[src/rtl/div_iter_unit.sv]
// Iterative radix-2 restoring divider for the EXE stage (DIV / DIVU).
// One quotient bit per cycle; result (Q to LO, R to HI) is registered on entry to DONE.
module div_iter_unit #(
  parameter  int WIDTH = 32,
  localparam int CNT_W = $clog2(WIDTH)
) (
  input  logic             clk,
  input  logic             rst,
  input  logic             EXE_DivStart,
  input  logic             EXE_DivSigned,
  input  logic [WIDTH-1:0] EXE_BusA,
  input  logic [WIDTH-1:0] EXE_BusB,
  input  logic             EXE_DivFlush,
  output logic             Div_Busy,
  output logic             Div_Done,
  output logic [WIDTH-1:0] Div_Quotient,
  output logic [WIDTH-1:0] Div_Remainder
);
  typedef enum logic [1:0] {IDLE, RUN, DONE} state_t;

  state_t           state_q, state_d;
  logic [CNT_W-1:0] cnt_q, cnt_d;
  logic [WIDTH-1:0] rem_q, rem_d, dvd_q, dvd_d, dmag_q, dmag_d, araw_q, araw_d;
  logic [WIDTH-1:0] quot_q, quot_d, remo_q, remo_d;
  logic             sgnq_q, sgnq_d, sgnr_q, sgnr_d;
  logic [WIDTH:0]   rem_sh, trial;
  logic [WIDTH-1:0] rem_nx, dvd_nx, q_fix, r_fix;
  logic             accept, a_neg, b_neg;

  assign accept = (state_q == IDLE) && EXE_DivStart && !EXE_DivFlush;
  assign a_neg  = EXE_DivSigned && EXE_BusA[WIDTH-1];
  assign b_neg  = EXE_DivSigned && EXE_BusB[WIDTH-1];

  // dvd_q shifts the dividend out at the top while quotient bits enter at the bottom.
  assign rem_sh = {rem_q, dvd_q[WIDTH-1]};
  assign trial  = rem_sh - {1'b0, dmag_q};
  assign rem_nx = trial[WIDTH] ? rem_sh[WIDTH-1:0] : trial[WIDTH-1:0];
  assign dvd_nx = {dvd_q[WIDTH-2:0], ~trial[WIDTH]};
  assign q_fix  = sgnq_q ? -dvd_nx : dvd_nx;
  assign r_fix  = sgnr_q ? -rem_nx : rem_nx;

  always_comb begin
    state_d = state_q;
    cnt_d   = cnt_q;
    rem_d   = rem_q;
    dvd_d   = dvd_q;
    dmag_d  = dmag_q;
    araw_d  = araw_q;
    sgnq_d  = sgnq_q;
    sgnr_d  = sgnr_q;
    quot_d  = quot_q;
    remo_d  = remo_q;
    case (state_q)
      IDLE: begin
        if (accept) begin
          state_d = RUN;
          cnt_d   = '0;
          rem_d   = '0;
          dvd_d   = a_neg ? -EXE_BusA : EXE_BusA;
          dmag_d  = b_neg ? -EXE_BusB : EXE_BusB;
          araw_d  = EXE_BusA;
          sgnq_d  = a_neg ^ b_neg;
          sgnr_d  = a_neg;
        end
      end
      RUN: begin
        if (EXE_DivFlush) begin
          state_d = IDLE;
        end else begin
          rem_d = rem_nx;
          dvd_d = dvd_nx;
          if (cnt_q == CNT_W'(WIDTH - 1)) begin
            state_d = DONE;
            // Divide by zero bypasses the sign fixup and returns the raw dividend.
            if (dmag_q == '0) begin
              quot_d = '1;
              remo_d = araw_q;
            end else begin
              quot_d = q_fix;
              remo_d = r_fix;
            end
          end else begin
            cnt_d = cnt_q + CNT_W'(1);
          end
        end
      end
      default: state_d = IDLE;
    endcase
  end

  always_ff @(posedge clk or negedge rst) begin
    if (!rst) begin
      state_q <= IDLE;
      cnt_q   <= '0;
      rem_q   <= '0;
      dvd_q   <= '0;
      dmag_q  <= '0;
      araw_q  <= '0;
      sgnq_q  <= 1'b0;
      sgnr_q  <= 1'b0;
      quot_q  <= '0;
      remo_q  <= '0;
    end else begin
      state_q <= state_d;
      cnt_q   <= cnt_d;
      rem_q   <= rem_d;
      dvd_q   <= dvd_d;
      dmag_q  <= dmag_d;
      araw_q  <= araw_d;
      sgnq_q  <= sgnq_d;
      sgnr_q  <= sgnr_d;
      quot_q  <= quot_d;
      remo_q  <= remo_d;
    end
  end

  assign Div_Busy      = rst && (accept || (state_q == RUN));
  assign Div_Done      = (state_q == DONE) && !EXE_DivFlush;
  assign Div_Quotient  = quot_q;
  assign Div_Remainder = remo_q;
endmodule

[config.mk]
export PLATFORM = sky130hd
export DESIGN_NAME = div_iter_unit
export DESIGN_NICKNAME = d
export VERILOG_FILES = /design/src/rtl/div_iter_unit.sv
export SDC_FILE = /design/constraint.sdc
export NUM_CORES = 1
export LEC_CHECK = 0
export BUFFER_PORTS_ARGS = -buffer_cell sky130_fd_sc_hd__buf_2
export CAP_MARGIN = 20
export CORE_MARGIN = 5
export CORE_UTILIZATION = 30
export CTS_CLUSTER_DIAMETER = 100
export DETAILED_ROUTE_END_ITERATION = 8
export PLACE_DENSITY_LB_ADDON = 0.2
export SLEW_MARGIN = 20
export SYNTH_ARGS = -nofsm -noshare
export SYNTH_HDL_FRONTEND = slang
export SYNTH_SLANG_ARGS = --single-unit
[constraint.sdc]
create_clock -name clk -period 6.5 [get_ports clk]
set_input_delay 0.65 -clock clk [delete_from_list [all_inputs] [get_ports clk]]
set_output_delay 0.65 -clock clk [all_outputs]
set_load 0.02 [all_outputs]
# ---- Word level (Yosys, flattened, before mapping)
# Cells that the tools add are included.
dict set report totals {
  ff_bits 201
  latch_bits 0
  mem_bits_rw 0
  romBits 0
  output_inout_bits 66
  wordCells 63
  memories 0
}
dict set report classes {
  addsub 6
  multipliers 0
  div_mod_pow 0
  magnitude_cmp 0
  eq_ne 7
  shift 0
  muxes 21
  bitwise_logic 3
  reduce_logical 16
}
# op count
set op_table {}
lappend op_table {{$mux 32} 11}
lappend op_table {{$neg 32->32} 4}
lappend op_table {{$pmux 32 s2} 2}
lappend op_table {{$sub 33x32->33} 1}
lappend op_table {{$logic_not 32->1} 1}
lappend op_table {{$mux 5} 3}
lappend op_table {{$pmux 5 s2} 1}
lappend op_table {{$logic_and 1x1->1} 6}
lappend op_table {{$mux 2} 3}
lappend op_table {{$ne 2x2->1 const B} 3}
lappend op_table {{$reduce_and 3->1} 2}
lappend op_table {{$add 5x1->5 const B} 1}
lappend op_table {{$eq 5x5->1 const B} 1}
lappend op_table {{$pmux 2 s2} 1}
lappend op_table {{$reduce_and 2->1} 2}
lappend op_table {{$reduce_and 4->1} 1}
lappend op_table {{$ne 3x3->1 const B} 1}
lappend op_table {{$eq 2x1->1 const B} 1}
lappend op_table {{$eq 2x2->1 const B} 1}
lappend op_table {{$logic_not 2->1} 1}
lappend op_table {{$not 1->1} 2}
lappend op_table {{$reduce_bool 2->1} 1}
lappend op_table {{$logic_not 1->1} 1}
lappend op_table {{$logic_or 1x1->1} 1}
lappend op_table {{$xor 1x1->1} 1}

# ---- Logic depth before layout (Yosys ltp)
# Gate-level depths: netlist of run 1.
dict set report logic_depth {
  word_depth 5
  depth_mapped 24
  depth_no_buf 22
}

# ---- Least setup slack after synthesis of run 1
# No wires, ideal clock.
dict set report synth_path {
  path_kind {flip-flop to flip-flop}
  start {register dvd_q[31]}
  end {register remo_q[26] (netlist: Div_Remainder[26])}
  setup_ns 0.124
  arrival_time_ns 4.424
  required_ns 6.376
  slack_ns 1.952
  path_stages_with_launch 24
  path_buffers 2
  period_less_slack_ns 4.548
  path_cell_list {dfrtp_1 inv_1 ha_1 inv_1 fa_1 nand3_1 a21oi_1 o211ai_2 a31oi_1 nor3_2 nor2_8 inv_2 buf_2 buf_2 o21ai_0 inv_1 ha_1 nand2_1 nand4b_1 a22o_1 nor4_4 a31oi_1 mux2i_1 a211o_1}
}
dict set report synth_between {
  elab_chain_cells 5
}
# element line_no
set synth_rtl {}
lappend synth_rtl {{from (decl)} 23} ;# logic [WIDTH-1:0] rem_q, rem_d, dvd_q, dvd_d, dmag_q, dmag_d, araw_q, araw_d;
lappend synth_rtl {{from (signal assigned)} 107} ;# dvd_q <= dvd_d;
lappend synth_rtl {{$sub 33x32->33} 36} ;# assign trial = rem_sh - {1'b0, dmag_q};
lappend synth_rtl {{$mux 32 *} 37} ;# assign rem_nx = trial[WIDTH] ? rem_sh[WIDTH-1:0] : trial[WIDTH-1:0];
lappend synth_rtl {{$neg 32->32} 40} ;# assign r_fix = sgnr_q ? -rem_nx : rem_nx;
lappend synth_rtl {{$mux 32 *} 40}
lappend synth_rtl {{$mux 32 *} 75} ;# if (dmag_q == '0) begin
lappend synth_rtl {{to (signal assigned)} 113} ;# remo_q <= remo_d;
lappend synth_rtl {{to (decl)} 24} ;# logic [WIDTH-1:0] quot_q, quot_d, remo_q, remo_d;
# Mark *: on every way between the ends. The rest lies on a longest branch, timed or not.
# A chain may end at the register's enable or synchronous reset.

# ---- Worst setup path after layout of run 1
dict set report layout_path {
  start {register rem_q[8]}
  end {register remo_q[26] (netlist: Div_Remainder[26])}
}
dict set report layout_between {
  elab_chain_cells 5
}
# element line_no
set layout_rtl {}
lappend layout_rtl {{from (decl)} 23}
lappend layout_rtl {{from (signal assigned)} 106} ;# rem_q <= rem_d;
lappend layout_rtl {{$sub 33x32->33} 36}
lappend layout_rtl {{$mux 32 *} 37}
lappend layout_rtl {{$neg 32->32} 40}
lappend layout_rtl {{$mux 32 *} 40}
lappend layout_rtl {{$mux 32 *} 75}
# Marked as above.

==> reports/summary.md, run 1 <==
### Floorplanning
- **starting density of the core** 30.23%
- **width of the die** 223.4 um
- **Core ar.** 45190 sq um
- **Top Ports** 135
- **die area** 49900 sq um
- **Row Count** 78
- **Die Y** 223.4 um

### Clocking
- **Worst-path clk slew** 0.06 ns
- **number of H-tree levels** 1
- **master cell of the clock root buffer** clkbuf_16
- **cells resized by post-CTS repair** 0
- **total clock buffers created by CTS** 25
- **post-CTS repair timing setup buffer count** 0
- **source-to-sink clock delay at the later pin of the worst-skew pair** 0.54 ns
- **number of sinks handled by clock tree synthesis** 201
- **Post-CTS Hold Buffers** 0
- **number of buffers between clock root and the deepest sink** 3
- **CTS tree** done

### Synth
- **mux cell area share after synthesis** 2.922%
- **yosys synthesis warning count** 0
- **dominant cell by count in the synthesized netlist** nand2_1
- **flip-flop cell with the highest count after synthesis** dfrtp_1
- **Synth Cell Area** 13660 sq um
- **number of standard cells after synthesis** 1693
- **adder and majority gate portion of the synthesized area** 3.627%
- **dominant cells by area after synthesis** dfrtp_1 37%, nand2_1 7.7%, o21ai_0 6.1%
- **register bit count reported by yosys** 201
- **Async S/R FF share, synth** 100.0%
- **share of synthesized area occupied by flip-flops and latches** 36.82%
- **post-synthesis compound-gate area fraction** 22.44%
- **synth cell count leaders** 282 x nand2_1, 201 x dfrtp_1, 166 x o21ai_0
- **top-area cell type share of the netlist area** 36.82%
- **Post-Synth XOR/XNOR Area** 8.207%
- **post-synthesis net count** 1801
- **leading area contributor after synthesis** dfrtp_1
- **simple logic cell fraction of the synthesized area** 21.43%
- **dominant combinational cell family by area after synthesis** compound AO/OA/AOI/OAI gates
- **number of synthesized flops with an enable pin** 0
- **mean instance size in the synthesized netlist** 8.068 sq um
- **number of distinct standard cells referenced by the synthesized netlist** 89

### Global routing
- **maximum number of pins on one net before global-route repair** 142
- **remaining global-route overflow** 0
- **antenna violations before repair** 4
- **number of global-route vias before repair** 12423
- **overall fraction of global-route tracks in use** 17.92%
- **wire length of the first global-routing pass** 72390 um

### Finish
- **Layout Area Growth over Synthesis** 15.01%
- **total of fill cells in the finished design** 4763
- **antenna cells** 0
- **final core utilization** 34.77%
- **post-layout net count** 1880
- **layout cell share with drive strength beyond 1** 12.90%
- **Final Instance Count excl. Fillers** 2391

### Timing
- **Worst Tran Pin Value** 0.9887 ns
- **RSZ-0062 raised after global routing** false
- **Final period util** 79.29%
- **Sum Neg Setup Slack** 0 ns
- **Fin Clk Skew** 0.01148 ns
- **Final min period** 5.154 ns
- **Slew Viols, Final** 0
- **maximum operating frequency** 194.0 MHz
- **worst hold-check slack** 0.08711 ns
- **normalized max-slew margin** 33.84%
- **Final Hold Viols** 0
- **number of failing setup endpoints in the final timing report** 0

### Critical path
- **Critical Path Source Type** flop
- **largest fanout of any net on the critical path** 14
- **Critical Path AT** 5.58 ns
- **buffer and inverter count on the worst path** 1
- **worst-path cell chain** ha_1, a21oi_2, o21ai_1, a32oi_1, a31oi_1, o21a_2, nor2_8, inv_2, mux2i_1, ha_1, nand2_1, nand4b_1, a22o_1, nor4_4, a31oi_1, mux2i_1, a211o_1
- **kind of end point of the critical path** flop
- **cell with the biggest individual delay on the critical path** ha_1
- **required time of the critical path** 6.92 ns
- **dominant delay contributor by cell family on the critical path** compound AO/OA/AOI/OAI gates
- **Setup CP Type** flop to flop
- **slack of the worst reg-to-reg path** 1.35 ns
- **highest cell delay on the worst timing path** 0.46 ns

### Routing
- **first-pass iteration count of the detailed router** 5
- **number of remaining DRC errors** 0
- **DR iter-0 viols** 868
- **routed length per placed instance** 19.25 um
- **WL final** 46030 um
- **via/cell ratio** 5.251
- **number of vias after detailed routing** 12556
- **antenna-violating nets left** 0

### Outcome
- **run status** completed

### Power and ir drop
- **Worst IR Drop VDD** 0.0002023 V
- **Static Leak** 0.007128 uW
- **total power density per cell area** 435.0 nW/um^2

### Placement
- **weighted congestion reported at the end of routability-driven placement** 0.9118
- **number of port buffers** 134
- **HPWL reported at the end of detailed placement** 35190 um
- **total instance count after detailed placement** 2345

### Flow run
- **# Max-Cap Violations** 0

### Min path
- **worst hold-check path type** input port to async pin

==> layer usage <==
| layer | track usage (%) | wire length, um | vias to the layer above |
|---|---|---|---|
| met5 | 0 | 13 | - |
| met1 | 26.03 | 22180 | 6098 |
| met2 | 28.99 | 21160 | 265 |
| met4 | 3.142 | 648 | 2 |
| li1 | - | - | 6147 |
| met3 | 2.329 | 2028 | 44 |
==> metrics by stage <==
stage	total power, uW	area, sq um	worst slack (ns)
floorplan	4291	13660	1.952
global placement	5290	14820	1.427
detailed placement	5297	14820	1.230
CTS	6850	15700	1.217
global route	7324	15710	0.8443
finish	6833	15710	1.346
==> cell type report <==
cell class	count	area (sq um)	area share (%)
clock buffer	33	705.7	4.492
timing repair buffer	147	789.5	5.025
clock inverter	13	178.9	1.139
multi-input combinational	1341	8045	51.21
inverter	56	210.2	1.338
tap	600	750.7	4.779
sequential	201	5030	32.02
==> cells by family (layout without fill, tap and decap cells) <==
group	Yosys count	in the layout
fa+ha+maj	39	39
compound gates	500	500
simple gates	635	635
buf+inv	151	249
xor+xnor	128	128
mux	39	39
flops	201	201
==> cell usage in the layout (no fill, tap or decap), types with 38 or more instances in the layout <==
cell and instances:
a21oi_1 151, dfrtp_1 201, ha_1 38, nand2_1 282, nor2_1 146, xor2_1 72
buf_2 133, o21ai_0 166, inv_1 54, xnor2_1 56
==> worst paths after layout <==
kind                         startpoint                end  depth (start not counted)
min in group clk           EXE_BusA[12]         araw_q[12]                          3
setup / recovery               rem_q[8]  Div_Remainder[26]                         17
hold reg to reg              araw_q[20]         araw_q[20]                          2
max in group asynchronous           rst   Div_Quotient[27]                          2
hold / removal                      rst         dmag_q[15]                          1
setup reg to reg               rem_q[8]  Div_Remainder[26]                         17
==> report_power, final <==
part | switching [uW] | total, uW | internal [uW] | leakage, uW
clock | 590 | 1510 | 924 | 0.000437
sequential | 279 | 1740 | 1460 | 0.00264
combinational | 2260 | 3580 | 1310 | 0.00405
total | 3130 | 6830 | 3700 | 0.00713
==> flip-flops by register name (all words and copies together), names as in the netlist <==
| signal | cells |
|---|---|
| Div_Quotient | 32 |
| Div_Remainder | 32 |
| araw_q | 32 |
| cnt_q | 5 |
| dmag_q | 32 |
| dvd_q | 32 |
| rem_q | 32 |
| sgnq_q | 1 |
| sgnr_q | 1 |
| state_q | 2 |
No activity file was read; power rests on OpenSTA's default activity.
==> run 2: changes to the inputs <==
==> constraint.sdc (replaced) <==
create_clock -name clk -period 4.35 [get_ports clk]
set_input_delay 0.435 -clock clk [delete_from_list [all_inputs] [get_ports clk]]
set_output_delay 0.435 -clock clk [all_outputs]
set_load 0.02 [all_outputs]
==> reports/summary.md, run 2 (synthesis gave the netlist of run 1 again) <==
### Finish
- **most common library cell in the layout ignoring fill and taps** nand2_1
- **post-layout instance area** 16330 sq um
- **post-layout net count** 1947
- **Final Instance Count excl. Fillers** 2460
- **commonest cells after routing, fill and taps aside** 282 x nand2_1, 201 x dfrtp_1, 165 x o21ai_0
- **layout cell share with drive strength beyond 1** 16.68%
- **total of fill cells in the finished design** 4739
- **Layout Area Growth over Synthesis** 19.55%

### Placement
- **Setup WS pre-CTS** 0.01645 ns
- **DP Area** 15350 sq um
- **number of port buffers** 134
- **total instance count after detailed placement** 2407
- **weighted congestion reported at the end of routability-driven placement** 0.9093
- **HPWL reported at the end of detailed placement** 37390 um

### Power and ir drop
- **switching power as a share of total power** 45.20%
- **net switching power** 4868 uW
- **fraction of power consumed by sequential logic** 24.0%
- **post-layout power** 10770 uW
- **Static Leak** 0.007462 uW
- **total power density per cell area** 659.6 nW/um^2
- **Clk pwr share** 21.0%
- **combinational fraction of design power** 55.0%
- **P_int** 5902 uW
- **Worst IR Drop VDD** 0.0002870 V

### Timing
- **Final Hold Viols** 0
- **Worst Slack Setup Final** 0.1822 ns
- **Sum Neg Setup Slack** 0 ns
- **maximum operating frequency** 239.9 MHz
- **Final period util** 95.81%
- **normalized max-slew margin** 30.37%
- **Final min period** 4.168 ns
- **number of failing setup endpoints in the final timing report** 0
- **Worst Tran Pin Value** 1.044 ns
- **Slew Viols, Final** 0
- **Fin Clk Skew** 0.01433 ns

### Critical path
- **cell with the biggest individual delay on the critical path** o31ai_2
- **required time of the critical path** 4.77 ns
- **Setup CP Type** flop to flop
- **largest fanout of any net on the critical path** 9
- **slack of the worst reg-to-reg path** 0.18 ns
- **Critical Path AT** 4.59 ns
- **Critical Path Source Type** flop
- **worst-path cell chain** ha_1, nor2b_1, o31a_4, o31ai_2, a2111oi_0, buf_4, nor3b_1, xnor2_1, o41a_1, a211oi_2, a41oi_1, xor2_1, o21ai_1
- **highest cell delay on the worst timing path** 0.58 ns
- **kind of end point of the critical path** flop

### Clocking
- **master cell of the clock root buffer** clkbuf_16
- **Worst-path clk slew** 0.06 ns
- **number of H-tree levels** 1
- **total clock buffers created by CTS** 26
- **number of sinks handled by clock tree synthesis** 201
- **number of buffers between clock root and the deepest sink** 3
- **CTS tree** done
- **source-to-sink clock delay at the later pin of the worst-skew pair** 0.56 ns

### Routing
- **routed length per placed instance** 19.75 um
- **antenna-violating nets left** 0
- **via/cell ratio** 5.240
- **number of remaining DRC errors** 0
- **number of vias after detailed routing** 12890
- **DR iter-0 viols** 921
- **WL final** 48580 um
- **first-pass iteration count of the detailed router** 5

### Flow run
- **# Max-Cap Violations** 0

### Floorplanning
- **Core ar.** 45190 sq um
- **width of the die** 223.4 um
- **Die Y** 223.4 um
- **starting density of the core** 30.23%
- **Row Count** 78
- **die area** 49900 sq um
- **Top Ports** 135

### Min path
- **worst hold-check path type** input port to flop

### Global routing
- **wire length of the first global-routing pass** 74860 um
- **overall fraction of global-route tracks in use** 18.76%
- **remaining global-route overflow** 0
- **maximum number of pins on one net before global-route repair** 86
- **antenna violations before repair** 3
- **number of global-route vias before repair** 12580

### Outcome
- **run status** completed

run 2: cell count changes in the layout (fill, tap and decap cells not counted), moves of 2 or more:
cell and change:
buf_4 +64, nor3_1 -2, inv_6 -2, clkinvlp_4 +2
nor3_2 +2
run 2: cell type report:
type	instances	area, sq um	area share (%)
antenna	1	2.502	0.01532
clock buffer	35	734.5	4.498
clock inverter	13	162.7	0.9961
inverter	56	212.7	1.303
multi-input combinational	1341	8145	49.88
sequential	201	5030	30.80
tap	600	750.7	4.597
timing repair buffer	213	1291	7.907
run 2: per-stage QoR:
stage / util [%] / hold slack, ns
finish: 36.14 / 0.1208
global route: 36.13 / 0.1341
CTS: 36.00 / 0.09212
detailed placement: 33.98 / 0.4580
global placement: 33.98 / 0.4609
floorplan: - / 0.1394
run 2: worst paths after layout:
check                        startpoint                end  depth (start not counted)
max                            rem_q[0]  Div_Remainder[29]                         13
min                        EXE_BusA[29]         araw_q[29]                          3
max reg2reg                    rem_q[0]  Div_Remainder[29]                         13
min reg2reg                  araw_q[29]         araw_q[29]                          2
max in group asynchronous           rst           rem_q[2]                          3
min in group asynchronous           rst   Div_Quotient[29]                          2
run 2: metal layers:
layer | routed length [um] | track usage, %
met1 | 23720 | 27.51
met2 | 21690 | 29.50
met3 | 2176 | 2.526
met4 | 969 | 4.209
met5 | 19 | 0
run 2: power groups by stage:
stage | clock, uW | sequential (uW) | combinational, uW
5_1_grt | 2380 | 2620 | 6490
4_1_cts | 2320 | 2580 | 5830
3_3_place_gp | 0 | 2600 | 5770
2_1_floorplan | 0 | 2460 | 4040
6_report | 2260 | 2580 | 5920
3_5_place_dp | 0 | 2610 | 5790
run 2: critical path: cells and delay by family, from the launching register on:
family | cells | cell delay [ns]
AND/OR/NAND/NOR | 2 | 0.37
flip-flops | 1 | 0.49
adder cells (fa/ha/maj) | 1 | 0.33
AO/OA/AOI/OAI | 7 | 2.30
XOR/XNOR | 2 | 0.34
buffers and inverters | 1 | 0.20
run 2: repair_timing:
item | CTS | global route
pin swaps | 1 | 4
setup endpoints to repair | 2 | 12
hold buffers | 1 | 0
gates cloned | 0 | 0
gates resized for setup | 1 | 8
hold endpoints to repair | 58 | 0
setup buffers | 0 | 3
==> run 3: changes to the inputs <==
--- a/config.mk
+++ b/config.mk
@@ -12,6 +12,7 @@
 export CTS_CLUSTER_DIAMETER = 100
 export DETAILED_ROUTE_END_ITERATION = 8
 export PLACE_DENSITY_LB_ADDON = 0.2
+export REMOVE_ABC_BUFFERS = 1
 export SLEW_MARGIN = 20
 export SYNTH_ARGS = -nofsm -noshare
 export SYNTH_HDL_FRONTEND = slang
==> constraint.sdc (replaced) <==
create_clock -name clk -period 4.35 [get_ports clk]
set_input_delay 0.6525 -clock clk [delete_from_list [all_inputs] [get_ports clk]]
set_output_delay 0.6525 -clock clk [all_outputs]
set_load 0.02 [all_outputs]
==> reports/summary.md, run 3 (synthesis gave the netlist of run 1 again) <==
### Floorplanning
- **width of the die** 223.4 um
- **Top Ports** 135
- **Core ar.** 45190 sq um
- **starting density of the core** 30.23%
- **die area** 49900 sq um
- **Die Y** 223.4 um
- **Row Count** 78

### Global routing
- **remaining global-route overflow** 0
- **maximum number of pins on one net before global-route repair** 143
- **wire length of the first global-routing pass** 72470 um
- **overall fraction of global-route tracks in use** 17.85%
- **number of global-route vias before repair** 12746
- **antenna violations before repair** 0

### Placement
- **Setup WS pre-CTS** 0.07420 ns
- **HPWL reported at the end of detailed placement** 34530 um
- **total instance count after detailed placement** 2420
- **DP Area** 15380 sq um
- **weighted congestion reported at the end of routability-driven placement** 0.8618
- **number of port buffers** 134

### Clocking
- **total clock buffers created by CTS** 25
- **Worst-path clk slew** 0.06 ns
- **number of buffers between clock root and the deepest sink** 3
- **number of H-tree levels** 1
- **source-to-sink clock delay at the later pin of the worst-skew pair** 0.56 ns
- **number of sinks handled by clock tree synthesis** 201
- **CTS tree** done
- **master cell of the clock root buffer** clkbuf_16

### Timing
- **Slew Viols, Final** 0
- **normalized max-slew margin** 33.10%
- **Worst Slack Setup Final** 0.1728 ns
- **Worst Tran Pin Value** 1.004 ns
- **number of failing setup endpoints in the final timing report** 0
- **Final period util** 96.03%
- **Final Hold Viols** 0
- **Sum Neg Setup Slack** 0 ns
- **maximum operating frequency** 239.4 MHz
- **Final min period** 4.177 ns
- **Fin Clk Skew** 0.01511 ns

### Critical path
- **buffer and inverter count on the worst path** 2
- **largest fanout of any net on the critical path** 9
- **reg-to-reg critical path startpoint** rem_q[1]
- **Critical Path Source Type** flop
- **most numerous cell on the critical path** buf_4
- **worst-path cell chain** ha_1, buf_4, o211a_1, o31a_4, o31ai_2, a2111oi_0, buf_4, nor3b_1, xnor2_1, o41a_1, a211oi_2, a41oi_1, xor2_1, o21ai_1
- **path length in cells of the critical path** 14
- **slack of the worst reg-to-reg path** 0.17 ns
- **kind of end point of the critical path** flop
- **capture point of the worst reg-to-reg path** Div_Remainder[29]
- **cell with the biggest individual delay on the critical path** o31ai_2
- **Critical Path AT** 4.65 ns
- **highest cell delay on the worst timing path** 0.54 ns
- **worst reg2reg path depth** 14
- **Setup CP Type** flop to flop
- **required time of the critical path** 4.83 ns
- **dominant delay contributor by cell family on the critical path** compound AO/OA/AOI/OAI gates

### Routing
- **number of remaining DRC errors** 0
- **antenna-violating nets left** 0
- **met3 wire len** 1567 um
- **met2 WL** 21770 um
- **via/cell ratio** 5.223
- **routed length per placed instance** 18.79 um
- **WL final** 46250 um
- **first-pass iteration count of the detailed router** 5
- **number of vias after detailed routing** 12859
- **DR iter-0 viols** 836
- **WL met1** 22120 um
- **highest routed metal layer** met4

### Power and ir drop
- **total power density per cell area** 648.6 nW/um^2
- **Worst IR Drop VDD** 0.0003051 V
- **Static Leak** 0.007470 uW

### Finish
- **Layout Area Growth over Synthesis** 19.51%
- **Final Instance Count excl. Fillers** 2462
- **antenna cells** 0
- **most common library cell in the layout ignoring fill and taps** nand2_1
- **layout cell share with drive strength beyond 1** 17.08%
- **final core utilization** 36.13%
- **total of fill cells in the finished design** 4755
- **commonest cells after routing, fill and taps aside** 282 x nand2_1, 200 x dfrtp_1, 164 x o21ai_0
- **post-layout net count** 1959
- **post-layout instance area** 16320 sq um

### Outcome
- **run status** completed

### Min path
- **worst hold-check path type** input port to async pin

### Flow run
- **# Max-Cap Violations** 0

==> run 3: area by class of cell <==
class	count	area, sq um	area share [%]
inverter	56	212.7	1.303
multi-input combinational	1341	8174	50.07
clock buffer	33	705.7	4.323
clock inverter	5	67.56	0.4139
sequential	201	5031	30.82
timing repair buffer	226	1383	8.469
tap	600	750.7	4.599
==> run 3: stage by stage <==
step           hold slack (ns)  power [uW]
3_5_place_dp            0.4548        8305
4_1_cts                0.06490       10450
2_1_floorplan           0.3569        6306
6_report               0.05792       10590
3_3_place_gp            0.4564        8305
5_1_grt                0.09763       11350
==> run 3: worst max path at each step <==
stage                     slack (ns)           endpoint    startpoint
after detailed placement        0.07  Div_Remainder[28]     dvd_q[31]
after floorplan                -3.43           cnt_q[3]  EXE_DivFlush
after global routing           -0.05  Div_Remainder[28]    dmag_q[19]
after global placement          0.21  Div_Remainder[26]     dvd_q[31]
final                           0.17  Div_Remainder[29]      rem_q[1]
after CTS                       0.08  Div_Remainder[26]     dvd_q[31]
==> run 3: per-layer routing <==
layer / GRT usage, % / vias up
met2: 29.68 / 226
met5: 0 / -
met1: 25.29 / 6265
met4: 3.518 / 0
met3: 1.974 / 52
li1: - / 6316
==> run 3: what timing repair did <==
item,CTS,global route
endpoints found under the setup margin,0,15
hold buffers,0,0
resized for setup,0,26
hold endpoints to repair,0,0
setup buffers,0,4
==> run 3: power by group <==
part	internal, uW	total (uW)	switching, uW
Sequential	2180	2560	375
Clock	1190	2070	877
Combinational	2430	5960	3530
==> run 3: worst reg2reg max path: cells and delay by family, from the launching register on <==
kind	cells	cell delay (ns)
AOI/OAI and AO/OA	8	2.37
xor gates and xnor gates	2	0.35
adders and majority gates	1	0.35
buffers and inverters	2	0.36
DFF	1	0.45
and+or+nand+nor	1	0.22
